$ cat config.mk
export PLATFORM = sky130hd
export DESIGN_NAME = fifo_burst_drain_ctrl
export DESIGN_NICKNAME = d
export VERILOG_FILES = /design/src/rtl/fifo_burst_drain_ctrl.sv
export SDC_FILE = /design/constraint.sdc
export NUM_CORES = 1
export LEC_CHECK = 0
export BUFFER_PORTS_ARGS = -buffer_cell sky130_fd_sc_hd__buf_4
export CAP_MARGIN = 20
export CORE_AREA = 8 8 84 86
export DETAILED_ROUTE_END_ITERATION = 8
export DIE_AREA = 0 0 92 94
export GPL_TIMING_DRIVEN = 0
export HOLD_SLACK_MARGIN = 0.12
export SLEW_MARGIN = 10
export SYNTH_ARGS = -nofsm -noshare
export SYNTH_HDL_FRONTEND = slang
export SYNTH_SLANG_ARGS = --single-unit
$ cat constraint.sdc
create_clock -name clk -period 3.4 [get_ports clk]
set_input_delay 0.68 -clock clk [delete_from_list [all_inputs] [get_ports clk]]
set_output_delay 0.68 -clock clk [all_outputs]
set_load 0.01 [all_outputs]
$ cat src/rtl/fifo_burst_drain_ctrl.sv
// Read-side burst sequencer: drains a FIFO in fixed bursts onto a valid/ready stream.
// Define FIFO_DRAIN_TIMEOUT_FLUSH_EN to flush partial bursts after TIMEOUT idle cycles.
module fifo_burst_drain_ctrl #(
    parameter int WIDTH      = 8,
    parameter int FIFO_DEPTH = 16,
    parameter int BURST_LEN  = 8,
    parameter int TIMEOUT    = 64,
    localparam int CNT_W     = $clog2(FIFO_DEPTH) + 1
) (
    input  logic             clk,
    input  logic             reset,
    input  logic             enable,
    input  logic [CNT_W-1:0] fifo_count,
    input  logic             fifo_empty,
    output logic             fifo_rd_en,
    input  logic [WIDTH-1:0] fifo_dout,
    output logic [WIDTH-1:0] m_data,
    output logic             m_valid,
    input  logic             m_ready,
    output logic             m_last,
    output logic             busy,
    output logic [15:0]      bursts_done,
    output logic [1:0]       dbg_state
);

    // Stream handshake: a word transfers in any cycle with m_valid & m_ready; once
    // m_valid is high it stays high with m_data/m_last stable until that transfer.

    typedef enum logic [1:0] {
        IDLE  = 2'd0,
        BURST = 2'd1,
        DRAIN = 2'd2
    } state_t;

    localparam logic [CNT_W-1:0] BURST_LEN_C = CNT_W'(BURST_LEN);

    state_t           state, state_next;
    logic [CNT_W-1:0] beats, beats_next;
    logic             rd_en;
    logic             inflight, inflight_last;
    logic [WIDTH-1:0] head_data, tail_data;
    logic             head_last, tail_last;
    logic [1:0]       occ;
    logic             pop, push, credit_ok;
    logic             flush_hit;

    assign m_valid    = (occ != 2'd0);
    assign m_data     = head_data;
    assign m_last     = m_valid & head_last;
    assign pop        = m_valid & m_ready;
    assign push       = inflight;
    assign busy       = (state != IDLE);
    assign dbg_state  = state;
    assign fifo_rd_en = rd_en & ~reset;

    // Words already requested count against the two buffer slots, so the skid never overflows.
    assign credit_ok = (({1'b0, occ} + {2'b00, inflight}) - {2'b00, pop}) < 3'd2;

`ifdef FIFO_DRAIN_TIMEOUT_FLUSH_EN
    localparam int TO_W = $clog2(TIMEOUT + 1);
    localparam logic [TO_W-1:0] TO_LAST = TO_W'(TIMEOUT - 1);

    logic [TO_W-1:0] to_cnt;
    logic            to_qual;

    assign to_qual   = (state == IDLE) && enable && !fifo_empty && (fifo_count < BURST_LEN_C);
    assign flush_hit = to_qual && (to_cnt == TO_LAST) && (fifo_count != '0);

    always_ff @(posedge clk) begin
        if (reset) begin
            to_cnt <= '0;
        end else if (to_qual && !flush_hit) begin
            to_cnt <= to_cnt + 1'b1;
        end else begin
            to_cnt <= '0;
        end
    end
`else
    assign flush_hit = 1'b0;
`endif

    always_comb begin
        state_next = state;
        beats_next = beats;
        rd_en      = 1'b0;
        case (state)
            IDLE: begin
                if (enable && (fifo_count >= BURST_LEN_C)) begin
                    state_next = BURST;
                    beats_next = BURST_LEN_C;
                end else if (flush_hit) begin
                    state_next = BURST;
                    beats_next = fifo_count;
                end
            end
            BURST: begin
                if (!fifo_empty && credit_ok && (beats != '0)) begin
                    rd_en      = 1'b1;
                    beats_next = beats - 1'b1;
                    if (beats == CNT_W'(1)) begin
                        state_next = DRAIN;
                    end
                end
            end
            DRAIN: begin
                if (pop && m_last) begin
                    state_next = IDLE;
                end
            end
            default: state_next = IDLE;
        endcase
    end

    always_ff @(posedge clk) begin
        if (reset) begin
            state         <= IDLE;
            beats         <= '0;
            inflight      <= 1'b0;
            inflight_last <= 1'b0;
            bursts_done   <= '0;
        end else begin
            state         <= state_next;
            beats         <= beats_next;
            inflight      <= rd_en;
            inflight_last <= rd_en && (beats == CNT_W'(1));
            if ((state == DRAIN) && pop && m_last) begin
                bursts_done <= bursts_done + 16'd1;
            end
        end
    end

    // Two-entry ordered skid buffer; head always drives the stream outputs.
    always_ff @(posedge clk) begin
        if (reset) begin
            occ       <= 2'd0;
            head_data <= '0;
            tail_data <= '0;
            head_last <= 1'b0;
            tail_last <= 1'b0;
        end else begin
            case ({push, pop})
                2'b10: begin
                    if (occ == 2'd0) begin
                        head_data <= fifo_dout;
                        head_last <= inflight_last;
                    end else begin
                        tail_data <= fifo_dout;
                        tail_last <= inflight_last;
                    end
                    occ <= occ + 2'd1;
                end
                2'b01: begin
                    head_data <= tail_data;
                    head_last <= tail_last;
                    occ       <= occ - 2'd1;
                end
                2'b11: begin
                    if (occ == 2'd1) begin
                        head_data <= fifo_dout;
                        head_last <= inflight_last;
                    end else begin
                        head_data <= tail_data;
                        head_last <= tail_last;
                        tail_data <= fifo_dout;
                        tail_last <= inflight_last;
                    end
                end
                default: begin
                end
            endcase
        end
    end

endmodule

# After elaboration in Yosys (flattened, before gate mapping)
# Index checks and enable logic that the tools add are counted.
word_totals:
  output_inout_bits: 30
  word_cells: 80
  reg_bits: 45
op_classes:
  n_addsub: 6
  mux: 23
  eq_ne: 14
  n_reduce_logical: 21
  n_bitwise: 4
  n_lt_le_gt_ge: 2
ops:
  columns: ["operator", "n"]
  rows:
  - ["$mux W8", 4]
  - ["$pmux W8 S3", 1]
  - ["$add A16 B1 Y16 const B", 1]
  - ["$pmux W8 S2", 1]
  - ["$ne A2 B2 Y1 const B", 7]
  - ["$mux W5", 2]
  - ["$pmux W5 S2", 1]
  - ["$reduce_bool A2 Y1", 5]
  - ["$mux W2", 4]
  - ["$logic_and A1 B1 Y1", 7]
  - ["$eq A2 B1 Y1 const B", 3]
  - ["$eq A2 B2 Y1 const B", 3]
  - ["$mux W1", 6]
  - ["$pmux W2 S3", 1]
  - ["$reduce_and A3 Y1", 2]
  - ["$eq A5 B1 Y1 const B", 1]
  - ["$ge A5 B4 Y1 const B", 1]
  - ["$reduce_bool A5 Y1", 1]
  - ["$sub A5 B1 Y5 const B", 1]
  - ["$logic_not A2 Y1", 2]
  - ["$pmux W2 S2", 1]
  - ["$reduce_and A4 Y1", 1]
  - ["$add A2 B1 Y3", 1]
  - ["$and A1 B1 Y1", 3]
  - ["10 further kinds", 10]

# Logic depth before layout (Yosys ltp)
# Gate-level depths: netlist of run 1.
depth:
  ltp_word: 9
  mapped_depth: 11

# Worst setup path before layout of run 1
# No wires, ideal clock.
synth_path:
  kind: "register -> output"
  startpoint: "reg occ[1]"
  endpoint: "out fifo_rd_en"
  path_stages_with_launch: 11
  slack_ns: 0.520
  arrival_time_ns: 2.200
  cell_sequence: "dfxtp_1 -> inv_1 -> ha_1 -> nand2b_1 -> nor2_1 -> o21ai_0 -> fa_1 -> xnor2_1 -> and3b_1 -> nand2_1 -> nor2_1"
synth_between:
  elab_chain_len: 9
  elab_cells_between_ends: 10
  classes_between: "2 x add/sub; 1 x order compare; 2 x mux; 2 x bitwise; 3 x reduce/logical"
synth_lines:
  columns: ["element", "line", "rtl"]
  rows:
  - ["start: declaration", "43", "logic [1:0] occ;"]
  - ["start signal: assignment", "150", "occ <= occ + 2'd1;"]
  - ["start signal: assignment", "155", "occ <= occ - 2'd1;"]
  - ["branches (longest 2 deep; another with $add A2 B1 Y3)", null, null]
  - ["$sub A3 B1 Y3 *", "57", "assign credit_ok = (({1'b0, occ} + {2'b00, inflight}) - {2'b00, pop}) < 3'd2;"]
  - ["$lt A3 B2 Y1 *", "57", null]
  - ["$logic_and A1 B1 Y1 * (2 in series)", "97", "if (!fifo_empty && credit_ok && (beats != '0)) begin"]
  - ["$mux W1 *", "97", null]
  - ["$mux W1 *", "86", "case (state)"]
  - ["$and A1 B1 Y1 *", "54", "assign fifo_rd_en = rd_en & ~reset;"]
  - ["end: declaration", "15", "output logic fifo_rd_en,"]
# Mark *: on every way between the ends.

# Worst setup path in the final report of run 1
# Ends and elaborated chain as after synthesis.

==> impl_metrics.toml, run 1 <==
[status]
status = "complete, no violations"

[global_routing]
grt_overflow_total = 0
antenna_found_initial = 0
grt_pass1_vias = 1953
grt_first_pass_wirelength_mm = 9.47
grt_start_max_net_pins = 15
track_usage_pct = 13.3

[yosys]
synth.ff_latch_count = 45
syn-mean-instance-area_sq_um = 9.09
post_synth_instance_area_sq_mm = 0.00221
synth_instances = 243
primary_ff_master_synth = "dfxtp_1"
post_synth_main_area_contributors = "dfxtp_1 (41%), nor2_1 (5.4%), mux2i_1 (5.0%)"
yosys_warnings = 0
synth-edff-count = 0
synth_sequential_area_ratio_pct = 40.8
asyncSetResetFlopFracSynth_pct = 0
synth_top_cell_area_share_pct = 40.8
post-synth-top-area-cell = "dfxtp_1"
synthesis.nets = 270
ys_types = 45

[route]
first_drt_iteration_drcs = 78
via_per_inst = 5.29
totalWireLength_mm = 5.45
route.detailed.drc = 0
ant_nets = 0
drt-pass1-iter-count = 4
dr_total_vias = 1961
detail_route.wl_per_cell_um = 14.7

[power]
cellLeakagePower_uw = 0.00111
power.share.switching_pct = 31.9
share_seq_of_total_power_pct = 38.2
power.ir.vdd_worst_uv = 323
power_switching_uw = 534
internal_power_uw = 1140
share_comb_of_total_power_pct = 33.4
p_clk_share_pct = 28.3
power.density_mw_per_mm2 = 599

[sta]
tightest_slew_ps = 848
final-hold-violation-count = 0
setup_violations_final = 0
worst_hold_slack_ps = 486
fmax_mhz = 315
setup_total_negative_slack_ps = 0
layout_worst_path_cycle_share_pct = 93.5
slew_viol_final = 0
rsz0062_at_grt = "false"
slew_headroom_pct = 41.9
fin_worst_skew_ps = 5.93
worst_slack_ps = 222
period_needed_ps = 3180

[place]
placed_cell_area_sq_mm = 0.00263
port_buffers = 44
hpwlAfterDp_mm = 3.99
pre_cts_ws_ps = 189
place.gp.congestion = 0.833

[clocking]
numClockSinks = 45
cts_max_level = 2
cts-root-to-sink-buffers = 2
total_cts_buffers = 5
clock_tree_from_tritoncts = "done"
clock_latency_ps = 300
post_cts_clock_slew_at_the_launch_and_capture_registers_of_the_worst_setup_and_hold_paths_ps = 90
ctsRootBufferMaster = "clkbuf_8"

[setup_path]
timing.critical_path.cells = "inv_1 > ha_2 > nand2b_4 > inv_1 > nor2_1 > o21ai_0 > fa_1 > xnor2_1 > and3b_2 > nand2_2 > nor2_1 > buf_4"
timing.critical_path.max_delay_family = "adder cells"
slowest_stage = "fa_1"
worstSetupStartpointType = "flop"
critical_path.max_stage_delay_ps = 390
critPathKind = "reg -> out"
worstPathBufferInverterCount = 3
worstPathRequired_ps = 2720
setup.worst_path.end_class = "output pin"
crit_arrival_ps = 2500
cp_max_fo = 7

[cells_and_area]
syn2layout_area_growth_pct = 26.4
diodes = 0
seqCellArea_sq_um = 903
fillers = 579
multi_input_area_sq_mm = 0.00124
leading_cell_type_in_the_layout_fill_and_taps_excluded = "buf_4"
final_layout_size_suffix_gt1_share_pct = 24.7
finalNetCount = 322
postLayoutCellArea_sq_mm = 0.00279
final_cell_mix = "buf_4 (45), dfxtp_1 (43), nor2_1 (31), a21oi_1 (14), a211oi_1 (12)"

[job]
max-cap-violations = 0

[die]
starting_utilization_of_the_core_area_pct = 38.5
coreArea_sq_mm = 0.00575
floorplan_row_count = 28
chipWidth_um = 92
design.die.area_sq_mm = 0.00865
floorplan.io_pins = 48
floorplan.die.height_um = 94

[hold_path]
hold_class = "reg -> reg"
[registers in the layout, summed over array words and instances, names as in the netlist]
register       flops
bursts_done       16
m_data             8
tail_data          8
beats              5
dbg_state          2
occ                2
head_last          1
inflight           1
inflight_last      1
tail_last          1
[cell families (layout without fill, tap and decap cells)]
kind of cell	Yosys count	count (layout)	synth area share, %
AND/OR/NAND/NOR	88	88	23.1
AO/OA/AOI/OAI	61	61	18.3
flip-flops	45	45	40.8
buffers and inverters	20	73	3.79
multiplexers	11	11	4.98
adder cells (fa/ha/maj)	9	9	5.44
XOR/XNOR	9	9	3.57
[timing repair]
| item | 4_1_cts | 5_1_grt |
|---|---|---|
| resized for setup | 5 | 2 |
| hold buffers | 0 | 0 |
| endpoints found under the setup margin | 1 | 1 |
| gates cloned | 0 | 0 |
| pin swaps | 0 | 1 |
| buffers inserted | 0 | 1 |
[power by group through the flow]
stage / clock network (uW) / logic [uW] / registers, uW
5_1_grt: 513 / 631 / 652
4_1_cts: 491 / 546 / 641
3_3_place_gp: 0 / 526 / 649
2_1_floorplan: 0 / 333 / 658
6_report: 474 / 560 / 640
3_5_place_dp: 0 / 533 / 649
[worst paths after layout]
path	start	endpoint	slack (ps)	depth (start not counted)
worst max-delay path	occ[1]	fifo_rd_en	220	12
worst min-delay path	bursts_done[15]	bursts_done[15]	490	2
worst max register to register	occ[1]	dbg_state[1]	730	11
worst min register to register	bursts_done[15]	bursts_done[15]	490	2
[area by class of cell]
cell class / instances / area share [%]
multi-input cells: 178 / 44.4
flip-flops and latches: 45 / 32.3
repair buffers: 45 / 12.1
well taps: 75 / 3.36
clock buffers: 5 / 2.46
clock inverters: 3 / 2.33
plain buffers: 9 / 1.52
inverters: 11 / 1.48
[per-layer routing]
layer	up-vias	GRT usage [%]	wire length, um
met1	916	16.4	2580
li1	998	-	-
met3	6	4.00	290
met4	0	3.89	45
met5	-	0	0
met2	41	21.9	2540
[synth_stat cells (2+ instances only)]
cell type and instances:
xnor2_1 5, clkbuf_1 6, a211oi_1 12, o21ai_0 6, nor3_1 3, nand4_1 3
mux2i_1 11, a21oi_1 14, dfxtp_1 45, ha_1 8, nor4_1 2, nand3b_1 4
and3b_1 3, a22oi_1 9, and3_1 2, nor2_1 32, a31oi_1 4, xor2_1 4
or4_1 6, nand2_1 7, or3_1 3, nand3_1 5, nand4b_4 2, o31ai_1 8
nand2b_1 3, or3_2 2, nor2b_1 2, o211ai_1 2, or2_2 4, inv_1 11
[worst reg2reg max path, cell delays in order (launching register included)]
cell and delay, ps:
dfxtp_2 350, inv_1 100, ha_2 250, nand2b_4 160, inv_1 60, nor2_1 70
o21ai_0 100, fa_1 390, xnor2_1 180, nand3b_1 230, or4_1 560, a21oi_1 150
[per-stage QoR]
step | power (uW) | instances | utilization [%]
after detailed placement | 1180 | 362 | 45.8
final | 1670 | 371 | 48.6
after floorplan | 992 | 243 | -
after global placement | 1180 | 362 | 45.8
after global routing | 1800 | 371 | 48.6
after CTS | 1680 | 370 | 48.4
Power figures use the tool's default switching activity.
==> inputs of run 2 (changes only) <==
--- a/config.mk
+++ b/config.mk
@@ -10,7 +10,6 @@
 export CORE_AREA = 8 8 84 86
 export DETAILED_ROUTE_END_ITERATION = 8
 export DIE_AREA = 0 0 92 94
-export GPL_TIMING_DRIVEN = 0
 export HOLD_SLACK_MARGIN = 0.12
 export SLEW_MARGIN = 10
 export SYNTH_ARGS = -nofsm -noshare
==> run 2 against run 1 <==
- sequential share of layout area up 0.63 points
- flip-flop and latch count did not move
- non-clock buffer count shrank 7
- maximum frequency down 0.28%
- critical endpoint unchanged
- largest cell class unchanged
==> impl_metrics.toml, run 2 (same netlist as run 1, synthesis figures left out) <==
[status]
status = "complete, no violations"

[sta]
setup_total_negative_slack_ps = 0
period_needed_ps = 3190
slew_viol_final = 0
tightest_slew_ps = 749
final-hold-violation-count = 0
fin_worst_skew_ps = 4.68
slew_headroom_pct = 49.9
worst_hold_slack_ps = 498
setup_violations_final = 0
fmax_mhz = 314
rsz0062_at_grt = "false"
layout_worst_path_cycle_share_pct = 93.7

[global_routing]
track_usage_pct = 11.9
antenna_found_initial = 0
grt_pass1_vias = 1876
grt_first_pass_wirelength_mm = 8.60
grt_start_max_net_pins = 49
grt_overflow_total = 0

[power]
cellLeakagePower_uw = 0.00108
power.density_mw_per_mm2 = 569
power.total_uw = 1560
power.ir.vdd_worst_uv = 350

[cells_and_area]
postLayoutCellArea_sq_mm = 0.00274
largest_register = "bursts_done"
largest_register_ff_count = 16
leading_cell_type_in_the_layout_fill_and_taps_excluded = "buf_4"
diodes = 0
syn2layout_area_growth_pct = 24.0
final_cell_mix = "buf_4 (47), dfxtp_1 (43), nor2_1 (31), a21oi_1 (14), a211oi_1 (12)"
final_layout_size_suffix_gt1_share_pct = 25.6
fin_cells = 364
finalNetCount = 315

[clocking]
ctsRootBufferMaster = "clkbuf_8"
cts-root-to-sink-buffers = 2
cts_max_level = 2
numClockSinks = 45
total_cts_buffers = 5
post_cts_clock_slew_at_the_launch_and_capture_registers_of_the_worst_setup_and_hold_paths_ps = 90
clock_latency_ps = 300
postCtsSetupBuffers = 0
clock_tree_from_tritoncts = "done"

[hold_path]
timing.hold.worst_endpoint = "beats[4]"
whs_path_depth = 2
worst_hold_startpoint = "beats[4]"
hold_class = "reg -> reg"

[route]
dr_total_vias = 1894
totalWireLength_mm = 5.10
first_drt_iteration_drcs = 89
route.detailed.drc = 0
via_per_inst = 5.20
ant_nets = 0
drt-pass1-iter-count = 4
detail_route.wl_per_cell_um = 14.0

[setup_path]
cp_max_fo = 7
reg2reg_setup_slack_ps = 780
worstPathBufferInverterCount = 2
critical_path.max_stage_delay_ps = 540
crit_arrival_ps = 2510
worstPathRequired_ps = 2720
worstReg2RegStart = "occ[1]"
timing.critical_path.cells = "inv_1 > ha_4 > nand2b_4 > nor2_2 > o21ai_1 > fa_2 > and3b_2 > nand2_1 > nor2_1 > buf_4"
critPathKind = "reg -> out"
worstSetupStartpointType = "flop"
timing.critical_path.max_delay_family = "adder cells"
timing.rr.end = "dbg_state[1]"
worst-r2r-cell-count = 9
slowest_stage = "fa_2"
setup.worst_path.end_class = "output pin"

[die]
floorplan.io_pins = 48
floorplan.die.height_um = 94
chipWidth_um = 92
coreArea_sq_mm = 0.00575
starting_utilization_of_the_core_area_pct = 38.5
design.die.area_sq_mm = 0.00865
floorplan_row_count = 28

[place]
placed_cell_area_sq_mm = 0.00261
dp.cells = 356
port_buffers = 44
hpwlAfterDp_mm = 3.61
place.gp.congestion = 0.813

[job]
max-cap-violations = 0
-- run 2: where the power goes --
group | total [uW] | switching, uW | internal (uW)
combinational | 582 | 303 | 279
sequential | 641 | 50.1 | 591
clock | 336 | 191 | 146
total | 1560 | 544 | 1020
-- run 2: repair_timing --
action / 4_1_cts / 5_1_grt
hold buffers: 0 / 0
resized for setup: 4 / 6
setup endpoints to repair: 1 / 1
-- run 2: routing by layer --
| layer | wire length [um] | part of all wire [%] | vias up | track usage (%) |
|---|---|---|---|---|
| met5 | 0 | 0 | - | 0 |
| met4 | 97 | 1.9 | 0 | 5.10 |
| met3 | 276 | 5.4 | 7 | 3.60 |
| met2 | 2200 | 43 | 38 | 18.2 |
| met1 | 2520 | 49 | 869 | 15.1 |
| li1 | - | - | 980 | - |
-- run 2: worst max-delay path by stage --
| stage | start | endpoint | slack [ps] | cells after the start |
|---|---|---|---|---|
| floorplan | occ[1] | fifo_rd_en | 520 | 10 |
| global placement | occ[1] | fifo_rd_en | 280 | 11 |
| detailed placement | occ[1] | fifo_rd_en | 240 | 11 |
| CTS | occ[0] | fifo_rd_en | 5 | 11 |
| global route | occ[1] | fifo_rd_en | 30 | 10 |
| finish | occ[1] | fifo_rd_en | 210 | 10 |
-- run 2: through the flow --
stage                     utilization [%]  setup WS [ps]
final                                47.7            213
after global routing                 47.7           34.2
after CTS                            47.2           4.72
after detailed placement             45.5            236
after global placement               45.5            276
after floorplan                         -            520
-- run 2: cell type report --
cell class,instances,area [sq um]
Inverter,11,41.3
Sequential cell,45,903
Tap cell,75,93.8
Multi-Input combinational cell,178,1260
Fill cell,594,3010
Clock buffer,5,68.8
Clock inverter,3,21.3
Timing Repair Buffer,47,353
-- run 2: tightest hold or removal path: cells and delay by family (launching register included) --
kind,cells,cell delay [ps]
flops,1,320
compound gates,1,70
buf+inv,1,60
